--- src/rtl/display_scan_ctrl_if.sv ---
// Display scan controller bus.
//
// Groups the per-frame display request (digit nibbles, enables, decimal points,
// blink and leading-zero blanking controls) with the multiplexed drive outputs.
//
//   number      hex nibbles, digit i at [4i+3:4i]
//   AN_ON       per-digit enable (1 = digit may light)
//   dp_in       per-digit decimal point request
//   blink       per-digit blink enable
//   lz_blank    leading-zero blanking enable
//   AN          anode selects (polarity set by the controller)
//   sevenSeg    segments {g,f,e,d,c,b,a}
//   DP          decimal point segment
//   frame_done  one-cycle pulse at the end of each frame
//
// master: the side issuing display requests; slave: the scan controller.
interface display_scan_ctrl_if #(
    parameter int unsigned NUM_DIGITS = 8
) ();
    logic [4*NUM_DIGITS-1:0] number;
    logic [NUM_DIGITS-1:0]   AN_ON;
    logic [NUM_DIGITS-1:0]   dp_in;
    logic [NUM_DIGITS-1:0]   blink;
    logic                    lz_blank;
    logic [NUM_DIGITS-1:0]   AN;
    logic [6:0]              sevenSeg;
    logic                    DP;
    logic                    frame_done;

    modport master (
        output number, AN_ON, dp_in, blink, lz_blank,
        input  AN, sevenSeg, DP, frame_done
    );

    modport slave (
        input  number, AN_ON, dp_in, blink, lz_blank,
        output AN, sevenSeg, DP, frame_done
    );
endinterface

--- src/rtl/display_scan_ctrl.sv ---
// Multiplexed seven-segment display scan controller.
//
// Time-multiplexes NUM_DIGITS hex digits onto one shared segment bus. Each digit
// owns a slot of REFRESH_DIV cycles whose first GHOST_BLANK cycles keep every
// anode off to suppress ghosting. Display requests are latched once per frame
// so a frame is always drawn from one consistent snapshot. Digits can be
// disabled, blinked (phase toggles every BLINK_FRAMES frames, starting "off")
// or leading-zero blanked; such digits still consume their slot so brightness
// stays independent of content. All drive outputs are registered.
//
// Ports:
//   clk    rising-edge clock
//   reset  synchronous active-high reset
//   bus    display_scan_ctrl_if.slave (requests in, AN/sevenSeg/DP/frame_done out)
module display_scan_ctrl #(
    parameter int unsigned NUM_DIGITS   = 8,
    parameter int unsigned REFRESH_DIV  = 100000,
    parameter int unsigned GHOST_BLANK  = 2,
    parameter int unsigned BLINK_FRAMES = 64,
    parameter bit          ACTIVE_LOW   = 1'b1
) (
    input logic                clk,
    input logic                reset,
    display_scan_ctrl_if.slave bus
);

    localparam int unsigned PW = (REFRESH_DIV > 1) ? $clog2(REFRESH_DIV) : 1;
    localparam int unsigned IW = (NUM_DIGITS > 1) ? $clog2(NUM_DIGITS) : 1;
    localparam int unsigned BW = (BLINK_FRAMES > 1) ? $clog2(BLINK_FRAMES) : 1;

    localparam logic [PW-1:0] PRESC_LAST = PW'(REFRESH_DIV - 1);
    localparam logic [PW-1:0] GHOST_END  = PW'(GHOST_BLANK);
    localparam logic [IW-1:0] IDX_LAST   = IW'(NUM_DIGITS - 1);
    localparam logic [BW-1:0] BLINK_LAST = BW'(BLINK_FRAMES - 1);

    // Inactive levels; XOR with these converts active-high internals to pin polarity.
    localparam logic [NUM_DIGITS-1:0] AN_OFF  = {NUM_DIGITS{ACTIVE_LOW}};
    localparam logic [6:0]            SEG_OFF = {7{ACTIVE_LOW}};

    // Hex to segments, active-high {g,f,e,d,c,b,a}.
    function automatic logic [6:0] hex_to_seg(input logic [3:0] nib);
        logic [6:0] seg;
        case (nib)
            4'h0: seg = 7'h3F;
            4'h1: seg = 7'h06;
            4'h2: seg = 7'h5B;
            4'h3: seg = 7'h4F;
            4'h4: seg = 7'h66;
            4'h5: seg = 7'h6D;
            4'h6: seg = 7'h7D;
            4'h7: seg = 7'h07;
            4'h8: seg = 7'h7F;
            4'h9: seg = 7'h6F;
            4'hA: seg = 7'h77;
            4'hB: seg = 7'h7C;
            4'hC: seg = 7'h39;
            4'hD: seg = 7'h5E;
            4'hE: seg = 7'h79;
            4'hF: seg = 7'h71;
            default: seg = 7'h00;
        endcase
        return seg;
    endfunction

    // Scan state
    logic [PW-1:0] presc_q, presc_d;
    logic [IW-1:0] idx_q, idx_d;
    logic [BW-1:0] blink_cnt_q, blink_cnt_d;
    logic          blink_on_q, blink_on_d;

    // Per-frame snapshot of the display request
    logic [4*NUM_DIGITS-1:0] num_sh_q, num_sh_d;
    logic [NUM_DIGITS-1:0]   an_on_sh_q, an_on_sh_d;
    logic [NUM_DIGITS-1:0]   dp_sh_q, dp_sh_d;
    logic [NUM_DIGITS-1:0]   blink_sh_q, blink_sh_d;
    logic                    lz_sh_q, lz_sh_d;

    // Registered outputs
    logic [NUM_DIGITS-1:0] an_q, an_d;
    logic [6:0]            seg_q, seg_d;
    logic                  dp_q, dp_d;
    logic                  frame_done_q, frame_done_d;

    logic slot_end;
    logic frame_end;
    logic frame_start;

    // Snapshot as seen by this cycle's decode: in the capture cycle the live
    // request is used so the frame's very first cycle is already consistent.
    logic [4*NUM_DIGITS-1:0] num_eff;
    logic [NUM_DIGITS-1:0]   an_on_eff;
    logic [NUM_DIGITS-1:0]   dp_eff;
    logic [NUM_DIGITS-1:0]   blink_eff;
    logic                    lz_eff;

    logic [NUM_DIGITS-1:0] lz_mask;
    logic                  zero_above;
    logic [3:0]            nib;
    logic                  visible;
    logic                  lit;
    logic [NUM_DIGITS-1:0] an_raw;
    logic [6:0]            seg_raw;
    logic                  dp_raw;

    // Slot / frame sequencing
    always_comb begin
        slot_end    = (presc_q == PRESC_LAST);
        frame_end   = slot_end && (idx_q == IDX_LAST);
        frame_start = (presc_q == '0) && (idx_q == '0);

        presc_d = slot_end ? '0 : presc_q + PW'(1);
        idx_d   = idx_q;
        if (slot_end) begin
            idx_d = (idx_q == IDX_LAST) ? '0 : idx_q + IW'(1);
        end

        blink_cnt_d = blink_cnt_q;
        blink_on_d  = blink_on_q;
        if (frame_end) begin
            if (blink_cnt_q == BLINK_LAST) begin
                blink_cnt_d = '0;
                blink_on_d  = ~blink_on_q;
            end else begin
                blink_cnt_d = blink_cnt_q + BW'(1);
            end
        end
    end

    // Frame snapshot
    always_comb begin
        num_eff   = frame_start ? bus.number   : num_sh_q;
        an_on_eff = frame_start ? bus.AN_ON    : an_on_sh_q;
        dp_eff    = frame_start ? bus.dp_in    : dp_sh_q;
        blink_eff = frame_start ? bus.blink    : blink_sh_q;
        lz_eff    = frame_start ? bus.lz_blank : lz_sh_q;

        num_sh_d   = num_eff;
        an_on_sh_d = an_on_eff;
        dp_sh_d    = dp_eff;
        blink_sh_d = blink_eff;
        lz_sh_d    = lz_eff;
    end

    // Leading-zero mask: digit i is blanked when it and every higher digit is zero.
    always_comb begin
        zero_above = 1'b1;
        lz_mask    = '0;
        for (int i = NUM_DIGITS - 1; i >= 0; i--) begin
            zero_above = zero_above & (num_eff[4*i +: 4] == 4'h0);
            lz_mask[i] = lz_eff & zero_above & (i != 0);
        end
    end

    // Current slot decode
    always_comb begin
        nib     = num_eff[4*idx_q +: 4];
        visible = an_on_eff[idx_q]
                & ~(blink_eff[idx_q] & ~blink_on_q)
                & ~lz_mask[idx_q];
        lit     = visible && (presc_q >= GHOST_END);

        an_raw = '0;
        if (lit) begin
            an_raw[idx_q] = 1'b1;
        end
        seg_raw = lit ? hex_to_seg(nib) : 7'h00;
        dp_raw  = lit & dp_eff[idx_q];

        an_d         = an_raw ^ AN_OFF;
        seg_d        = seg_raw ^ SEG_OFF;
        dp_d         = dp_raw ^ ACTIVE_LOW;
        frame_done_d = frame_end;
    end

    always_ff @(posedge clk) begin
        if (reset) begin
            presc_q      <= '0;
            idx_q        <= '0;
            blink_cnt_q  <= '0;
            blink_on_q   <= 1'b0;
            num_sh_q     <= '0;
            an_on_sh_q   <= '0;
            dp_sh_q      <= '0;
            blink_sh_q   <= '0;
            lz_sh_q      <= 1'b0;
            an_q         <= AN_OFF;
            seg_q        <= SEG_OFF;
            dp_q         <= ACTIVE_LOW;
            frame_done_q <= 1'b0;
        end else begin
            presc_q      <= presc_d;
            idx_q        <= idx_d;
            blink_cnt_q  <= blink_cnt_d;
            blink_on_q   <= blink_on_d;
            num_sh_q     <= num_sh_d;
            an_on_sh_q   <= an_on_sh_d;
            dp_sh_q      <= dp_sh_d;
            blink_sh_q   <= blink_sh_d;
            lz_sh_q      <= lz_sh_d;
            an_q         <= an_d;
            seg_q        <= seg_d;
            dp_q         <= dp_d;
            frame_done_q <= frame_done_d;
        end
    end

    assign bus.AN         = an_q;
    assign bus.sevenSeg   = seg_q;
    assign bus.DP         = dp_q;
    assign bus.frame_done = frame_done_q;

endmodule

--- src/flat_wrapper.sv ---
// flat-port wrapper written by rule: the top's interface ports become plain ports
module display_scan_ctrl_flat 
#(
    parameter int unsigned NUM_DIGITS   = 8,
    parameter int unsigned REFRESH_DIV  = 100000,
    parameter int unsigned GHOST_BLANK  = 2,
    parameter int unsigned BLINK_FRAMES = 64,
    parameter bit          ACTIVE_LOW   = 1'b1
)
  (clk, reset, bus_number, bus_AN_ON, bus_dp_in, bus_blink, bus_lz_blank, bus_AN, bus_sevenSeg, bus_DP, bus_frame_done);
  display_scan_ctrl_if #(.NUM_DIGITS(NUM_DIGITS)) bus_i ();
  input logic clk;
  input logic reset;
  input wire logic [$bits(bus_i.number)-1:0] bus_number;
  input wire logic [$bits(bus_i.AN_ON)-1:0] bus_AN_ON;
  input wire logic [$bits(bus_i.dp_in)-1:0] bus_dp_in;
  input wire logic [$bits(bus_i.blink)-1:0] bus_blink;
  input wire logic [$bits(bus_i.lz_blank)-1:0] bus_lz_blank;
  output wire logic [$bits(bus_i.AN)-1:0] bus_AN;
  output wire logic [$bits(bus_i.sevenSeg)-1:0] bus_sevenSeg;
  output wire logic [$bits(bus_i.DP)-1:0] bus_DP;
  output wire logic [$bits(bus_i.frame_done)-1:0] bus_frame_done;
  assign bus_i.number = bus_number;
  assign bus_i.AN_ON = bus_AN_ON;
  assign bus_i.dp_in = bus_dp_in;
  assign bus_i.blink = bus_blink;
  assign bus_i.lz_blank = bus_lz_blank;
  assign bus_AN = bus_i.AN;
  assign bus_sevenSeg = bus_i.sevenSeg;
  assign bus_DP = bus_i.DP;
  assign bus_frame_done = bus_i.frame_done;
  display_scan_ctrl #(.NUM_DIGITS(NUM_DIGITS), .REFRESH_DIV(REFRESH_DIV), .GHOST_BLANK(GHOST_BLANK), .BLINK_FRAMES(BLINK_FRAMES), .ACTIVE_LOW(ACTIVE_LOW)) u_core (.clk(clk), .reset(reset), .bus(bus_i));
endmodule
--- config.mk ---
export PLATFORM = sky130hd
export DESIGN_NAME = display_scan_ctrl_flat
export DESIGN_NICKNAME = d
export VERILOG_FILES = /design/src/rtl/display_scan_ctrl_if.sv /design/src/rtl/display_scan_ctrl.sv /design/src/flat_wrapper.sv
export SDC_FILE = /design/constraint.sdc
export NUM_CORES = 1
export LEC_CHECK = 0
export ABC_AREA = 1
export CAP_MARGIN = 20
export CORE_UTILIZATION = 54
export CTS_BUF_LIST = sky130_fd_sc_hd__clkbuf_16
export DETAILED_ROUTE_END_ITERATION = 6
export MAX_ROUTING_LAYER = met4
export PLACE_DENSITY = 0.89
export RECOVER_POWER = 100
export SYNTH_ARGS = -nofsm -noshare
export SYNTH_HDL_FRONTEND = slang
export SYNTH_SLANG_ARGS = --single-unit
--- constraint.sdc ---
create_clock -name clk -period 3.1 [get_ports clk]
set_input_delay 0.62 -clock clk [delete_from_list [all_inputs] [get_ports clk]]
set_output_delay 0.62 -clock clk [all_outputs]
set_load 0.01 [all_outputs]
# After elaboration in Yosys (flattened, before gate mapping)
# Memory sizes are Yosys's and may differ from the RTL's.
# Cells that the tools add are included.
# totals
register_bits,101
rom_bits,112
output_inout_bits,17
memories,1
# memory_table
memory,depth,width,rd,rd_clocked_by_memory_dff,write_ports,line_no,text
(name not given),16,7,1,0,0,display_scan_ctrl.sv:43,case (nib)
# op_classes
add_sub_neg,3
order_cmp,3
eq_ne,3
shifts,1
n_mux,19
bitwise,23
n_reduce_logical,15
# ops
operator,n
2-to-1 mux 32 bit,1
2-to-1 mux 8 bit,4
variable part select 32 x 6 -> 4 bit,1
logical NOT 4 bit,7
adder 17 x 1 -> 17 bit (second input constant),1
AND 1 bit,17
== test 17 bit (second input constant),1
>= comparator 17 x 2 -> 1 bit (second input constant),1
logical NOT 17 bit,1
binary-select mux 1 bit (select 3 bit),4
NOT 8 bit,1
2-to-1 mux 7 bit,1
NOT 7 bit,1
adder 6 x 1 -> 6 bit (second input constant),1
== test 6 bit (second input constant),1
2-to-1 mux 1 bit,6
2-to-1 mux 6 bit,1
logical AND 1 bit,4
< comparator 3 x 4 -> 1 bit (second input constant),1
NOT 1 bit,4
adder 3 x 1 -> 3 bit (second input constant),1
demux 1 bit (select 3 bit),1
== test 3 bit (second input constant),1
>= comparator 3 x 1 -> 1 bit (second input constant),1
4 further kinds,4

# Longest topological paths before layout
# logic_depth
word_depth,18
mapped_depth,23
depth_no_buf,20

# Worst setup path before layout
# No wires, ideal clock.
# synth_path
kind,reg2reg
from,register u_core.idx_q[0]
to,"register u_core.seg_q[3], in the netlist u_core.bus.sevenSeg[3]"
setup_time_ns,0.058
t_arrival_ns,2.849
t_required_ns,3.042
setup_slack_ns,0.194
path_stages_with_launch,21
path_buffers,4
synth_period_minus_slack_ns,2.906
path_cell_list,dfxtp_1 > buf_2 > clkinv_1 > clkbuf_1 > ha_1 > nand3_1 > nor2_2 > buf_4 > nand3_4 > buf_4 > o21ai_0 > nand2_1 > nand3_1 > nand3_1 > inv_1 > ha_1 > nand2_1 > nand3_1 > nand2_1 > inv_1 > nand2_1
# synth_between
elab_chain_len,18
word_cells_on_any_way,42
classes_between,shift (1); mux (11); bitwise (19); reduce/logical (10); memory (1)
# synth_rtl
item,line_no,text
"start, declared",display_scan_ctrl.sv:67,"logic [IW-1:0] idx_q, idx_d;"
"start signal, assigned",display_scan_ctrl.sv:192,idx_q <= idx_d;
logical NOT 3 bit,display_scan_ctrl.sv:109,frame_start = (presc_q == '0) && (idx_q == '0);
logical AND 1 bit,display_scan_ctrl.sv:109,
2-to-1 mux 32 bit,display_scan_ctrl.sv:131,num_eff = frame_start ? bus.number : num_sh_q;
logical NOT 4 bit,display_scan_ctrl.sv:149,zero_above = zero_above & (num_eff[4*i +: 4] == 4'h0);
AND 1 bit (6 in a row),display_scan_ctrl.sv:149,
AND 1 bit,display_scan_ctrl.sv:150,lz_mask[i] = lz_eff & zero_above & (i != 0);
binary-select mux 1 bit (select 3 bit),display_scan_ctrl.sv:159,& ~lz_mask[idx_q];
2-to-1 mux 1 bit (implied by the code),display_scan_ctrl.sv:159,
NOT 1 bit,display_scan_ctrl.sv:159,
AND 1 bit,display_scan_ctrl.sv:159,
logical AND 1 bit,display_scan_ctrl.sv:160,lit = visible && (presc_q >= GHOST_END);
2-to-1 mux 7 bit *,display_scan_ctrl.sv:166,seg_raw = lit ? hex_to_seg(nib) : 7'h00;
NOT 7 bit (no line) *,n/a,
"end signal, assigned",display_scan_ctrl.sv:201,seg_q <= seg_d;
"end, declared",display_scan_ctrl.sv:80,"logic [6:0] seg_q, seg_d;"
# Mark *: on every way between the ends. The rest lies on a longest branch, timed or not. The select of a mux whose other input is x is not followed.
# A chain may end at the register's enable or synchronous reset.

# Final worst setup path
# layout_path
from,register u_core.idx_q[1]
to,"register u_core.seg_q[3], in the netlist u_core.bus.sevenSeg[3]"
# Same word-level chain as after synthesis.

==> key figures <==
Run status
  • Status: finished with violations
  • Failing checks: design-rule violations

Logic synthesis
  • Syn nets: about 820
  • Cell Area, Synth: roughly 0.0050 mm2
  • Synth warn: 0
  • Post-synthesis simple-gate area fraction: between 30% and 40%
  • Predominant post-synthesis flop cell: dfxtp_1
  • Most numerous cell in the Yosys netlist: nand2_1
  • Post-Synth Adder-Cell Area: 3.231%
  • Top cell type's share of synthesized area: 40.17%
  • Post-synth EDFFs: 0
  • Main combinational cell family by area after synthesis: simple AND/OR/NAND/NOR gates
  • Synth unique cells: 34
  • Seq/Total Area, Yosys: 40.17%
  • XOR/XNOR Fraction of Synth Area: less than 1%
  • Compound-cell area share of the yosys netlist: under 10%
  • FFs w/ async S/R, synth: 0%
  • Synth Area per Inst: slightly below 7 um2
  • Mux cell area share after synthesis: less than 1%
  • Synth top area cells: dfxtp_1 40%, nand2_1 17%, nor2_1 6.7%, nand3_1 5.7%, a21oi_1 5.2%
  • Most frequent cells after synthesis: 234 x nand2_1, 101 x dfxtp_1, 90 x nor2_1
  • FF+latch count, synth: between 100 and 150
  • Synth area leader: dfxtp_1
  • Post-synthesis instance total: ~750

Power
  • Static Leak: 2.749 nW
  • P_sw: between 0.9 and 1 mW
  • Cell area power density: around 520 mW/mm2
  • Logic pwr share: about a fifth
  • Worst VDD drop: approximately 460 uV
  • Internal Power: between 2 and 2.5 mW
  • Switching Fraction: 29.32%
  • Clock share of power: approximately 36%
  • Sequential share of power: 44.1%

Finish
  • Area growth from synthesis to layout: 22.07%
  • Layout cell share with drive strength beyond 1: 5.725%
  • Final Instance Area: 0.006145 mm2
  • Fillers: just over 700
  • Diodes inserted: 0
  • Nets@finish: ~890

Worst setup path
  • CP Class: flop to flop
  • Reg-to-reg setup timing slack: approximately 290 ps
  • Critical Path RT: 3300 ps
  • Startpoint Class: flop
  • FF-to-FF Start: u_core.idx_q[1]
  • Reg-to-reg endpoint: u_core.bus.sevenSeg[3]
  • CP arrival: ~3000 ps
  • Crit Path Max Fanout: 22
  • Setup crit end kind: flop
  • R2R depth: 16

CTS
  • Maximum clock insertion buffer count: 2
  • Clock transition at path regs: around 70 ps
  • CTS HTree Levels: 3
  • Postcts setup bufs: 0
  • Clock root cell: clkbuf_16
  • Num CTS Buffers: 9
  • Cts hold-fix bufs: 0
  • CTS tree: built
  • Clock sink count: ~100
  • Clock Latency Late Sink: between 300 and 400 ps

Global route
  • Vias in the first global route: about 4.9k
  • Initial antenna violation count: 0
  • Total GRT Usage: between 20% and 30%
  • First-pass GRT wire length: between 20 and 25 mm
  • Largest net degree at the start of global routing: 40
  • GRT overflow: 0

Drt
  • Final WL: 13.35 mm
  • Total number of vias: between 5k and 6k
  • DRC Markers: 4
  • DR vias/cell: 5.525
  • DR pass1 iterations: 7
  • Detail Route Antenna Nets: 0
  • Routed len/inst: 14.37 um
  • DR iter-0 viols: 388

Min path
  • Hold_sp: u_core.presc_q[0]
  • HP Class: flop to flop
  • Worst Hold Depth: 1
  • Worst Hold End: u_core.presc_q[0]

Timing
  • Worst hold margin: roughly 470 ps
  • Slew Limit Fails: 0
  • Setup ws final: approximately 290 ps
  • Final hold violations: 0
  • Fmax: ~0.36 GHz
  • Slew HR: 46.00%
  • Final setup TNS: 0 ps
  • Fin crit period: 2813 ps
  • Worst slew pin tran: just over 800 ps
  • Final period util: 90.75%
  • RSZ-0062 raised after global routing: false
  • Final setup viols: 0
  • Worst Clk Skew: 7.034 ps

Die
  • Core area: about 0.009 mm2
  • Chip width: approximately 100 um
  • Die area: a little under 0.01 mm2
  • # IOs: 76
  • Die height: 98.55 um
  • Cell row count: 34
  • Initial core utilization: between 50% and 60%

Place
  • Pre-CTS WS: around 250 ps
  • Placer Congestion: roughly 0.92
  • Placed Instance Area: just under 0.006 mm2
  • PortBufs: 75
  • Detailed placer's ending HPWL: between 9 and 10 mm

Run
  • Max-capacitance violation count: 0
## power by group through the flow
| stage | registers (mW) | clock network, mW | logic [mW] |
|---|---|---|---|
| 2_1_floorplan | 1.43 | 0 | 0.445 |
| 3_3_place_gp | 1.43 | 0 | 0.619 |
| 3_5_place_dp | 1.44 | 0 | 0.631 |
| 4_1_cts | 1.41 | 1.14 | 0.638 |
| 5_1_grt | 1.42 | 1.19 | 0.730 |
| 6_report | 1.41 | 1.14 | 0.648 |
## how the worst max path moves through the flow
stage | from | endpoint | slack [ps] | cells past startpoint
2_1_floorplan | u_core.idx_q[0] | u_core.bus.sevenSeg[3] | 190 | 20
3_3_place_gp | u_core.idx_q[1] | u_core.bus.sevenSeg[3] | 390 | 19
5_1_grt | u_core.idx_q[1] | u_core.bus.sevenSeg[3] | 40 | 19
4_1_cts | u_core.idx_q[1] | u_core.bus.sevenSeg[3] | 220 | 19
3_5_place_dp | u_core.idx_q[1] | u_core.bus.sevenSeg[3] | 250 | 19
6_report | u_core.idx_q[1] | u_core.bus.sevenSeg[3] | 290 | 16
## metrics by stage
step	total power [mW]	utilization, %	cells
floorplan	1.878	-	746
global placement	2.052	65.68	913
detailed placement	2.068	65.68	913
CTS	3.185	69.03	929
global route	3.333	69.11	929
finish	3.192	69.11	929
## cell families after synthesis
group,Yosys count
AO/OA/AOI/OAI,75
XOR/XNOR,5
adder cells (fa/ha/maj),13
buffers and inverters,102
flip-flops,101
multiplexers,5
AND/OR/NAND/NOR,445
## per-layer routing
| layer | share of wire, % | wire length, um | track usage (%) |
|---|---|---|---|
| met5 | 0 | 0 | - |
| met4 | 2.4 | 325 | 11.83 |
| met3 | 6.6 | 877 | 5.248 |
| met2 | 49 | 6573 | 48.65 |
| met1 | 42 | 5570 | 35.25 |
## critical path: stages, from the launching register on
cell,delay (ps)
dfxtp_1,350
inv_1,110
ha_1,150
nand3_1,110
nor2_4,190
nand3_2,150
buf_4,250
o21ai_0,270
nor2_1,80
nand2_1,100
nand2_1,50
nand2_1,70
nand2_1,50
nand3_1,110
nand2_1,110
nor2_2,410
nand2_1,110
## what timing repair did
item                       in CTS  in global routing
resized for setup               0                  5
setup endpoints to repair       0                 10
hold endpoints to repair        0                  0
## area by class of cell
class,count,area (um2),share of cell area (%)
clock inverter,7,72.57,1.181
clock buffer,9,225.2,3.665
sequential,101,2022,32.91
tap,108,135.1,2.199
multi-input combinational,543,2570,41.82
timing repair buffer,88,843.3,13.72
inverter,73,276.5,4.500
## sequential cells by signal (all words and copies together) (netlist names)
name,cells
u_core.lz_sh_q,1
u_core.dp_sh_q,8
u_core.an_on_sh_q,8
u_core.blink_sh_q,8
u_core.bus.sevenSeg,7
u_core.blink_cnt_q,6
u_core.bus.frame_done,1
u_core.bus.DP,1
u_core.idx_q,3
u_core.blink_on_q,1
u_core.bus.AN,8
u_core.num_sh_q,32
u_core.presc_q,17
## placed cells by master (no fill, tap or decap), drive strengths merged, types with 2 or more instances in the layout
| cell | n |
|---|---|
| nand2 | 234 |
| dfxtp | 101 |
| nor2 | 97 |
| inv | 74 |
| nand3 | 61 |
| clkdlybuf4s50 | 57 |
| a21oi | 52 |
| nand4 | 30 |
| o21ai | 21 |
| dlygate4sd3 | 17 |
| buf | 14 |
| ha | 13 |
| nor3 | 12 |
| clkbuf | 9 |
| mux2i | 5 |
| xor2 | 4 |
| clkinv | 4 |
| and2 | 3 |
| nor3b | 3 |
| and3 | 2 |
(Power assumes the default switching activity.)
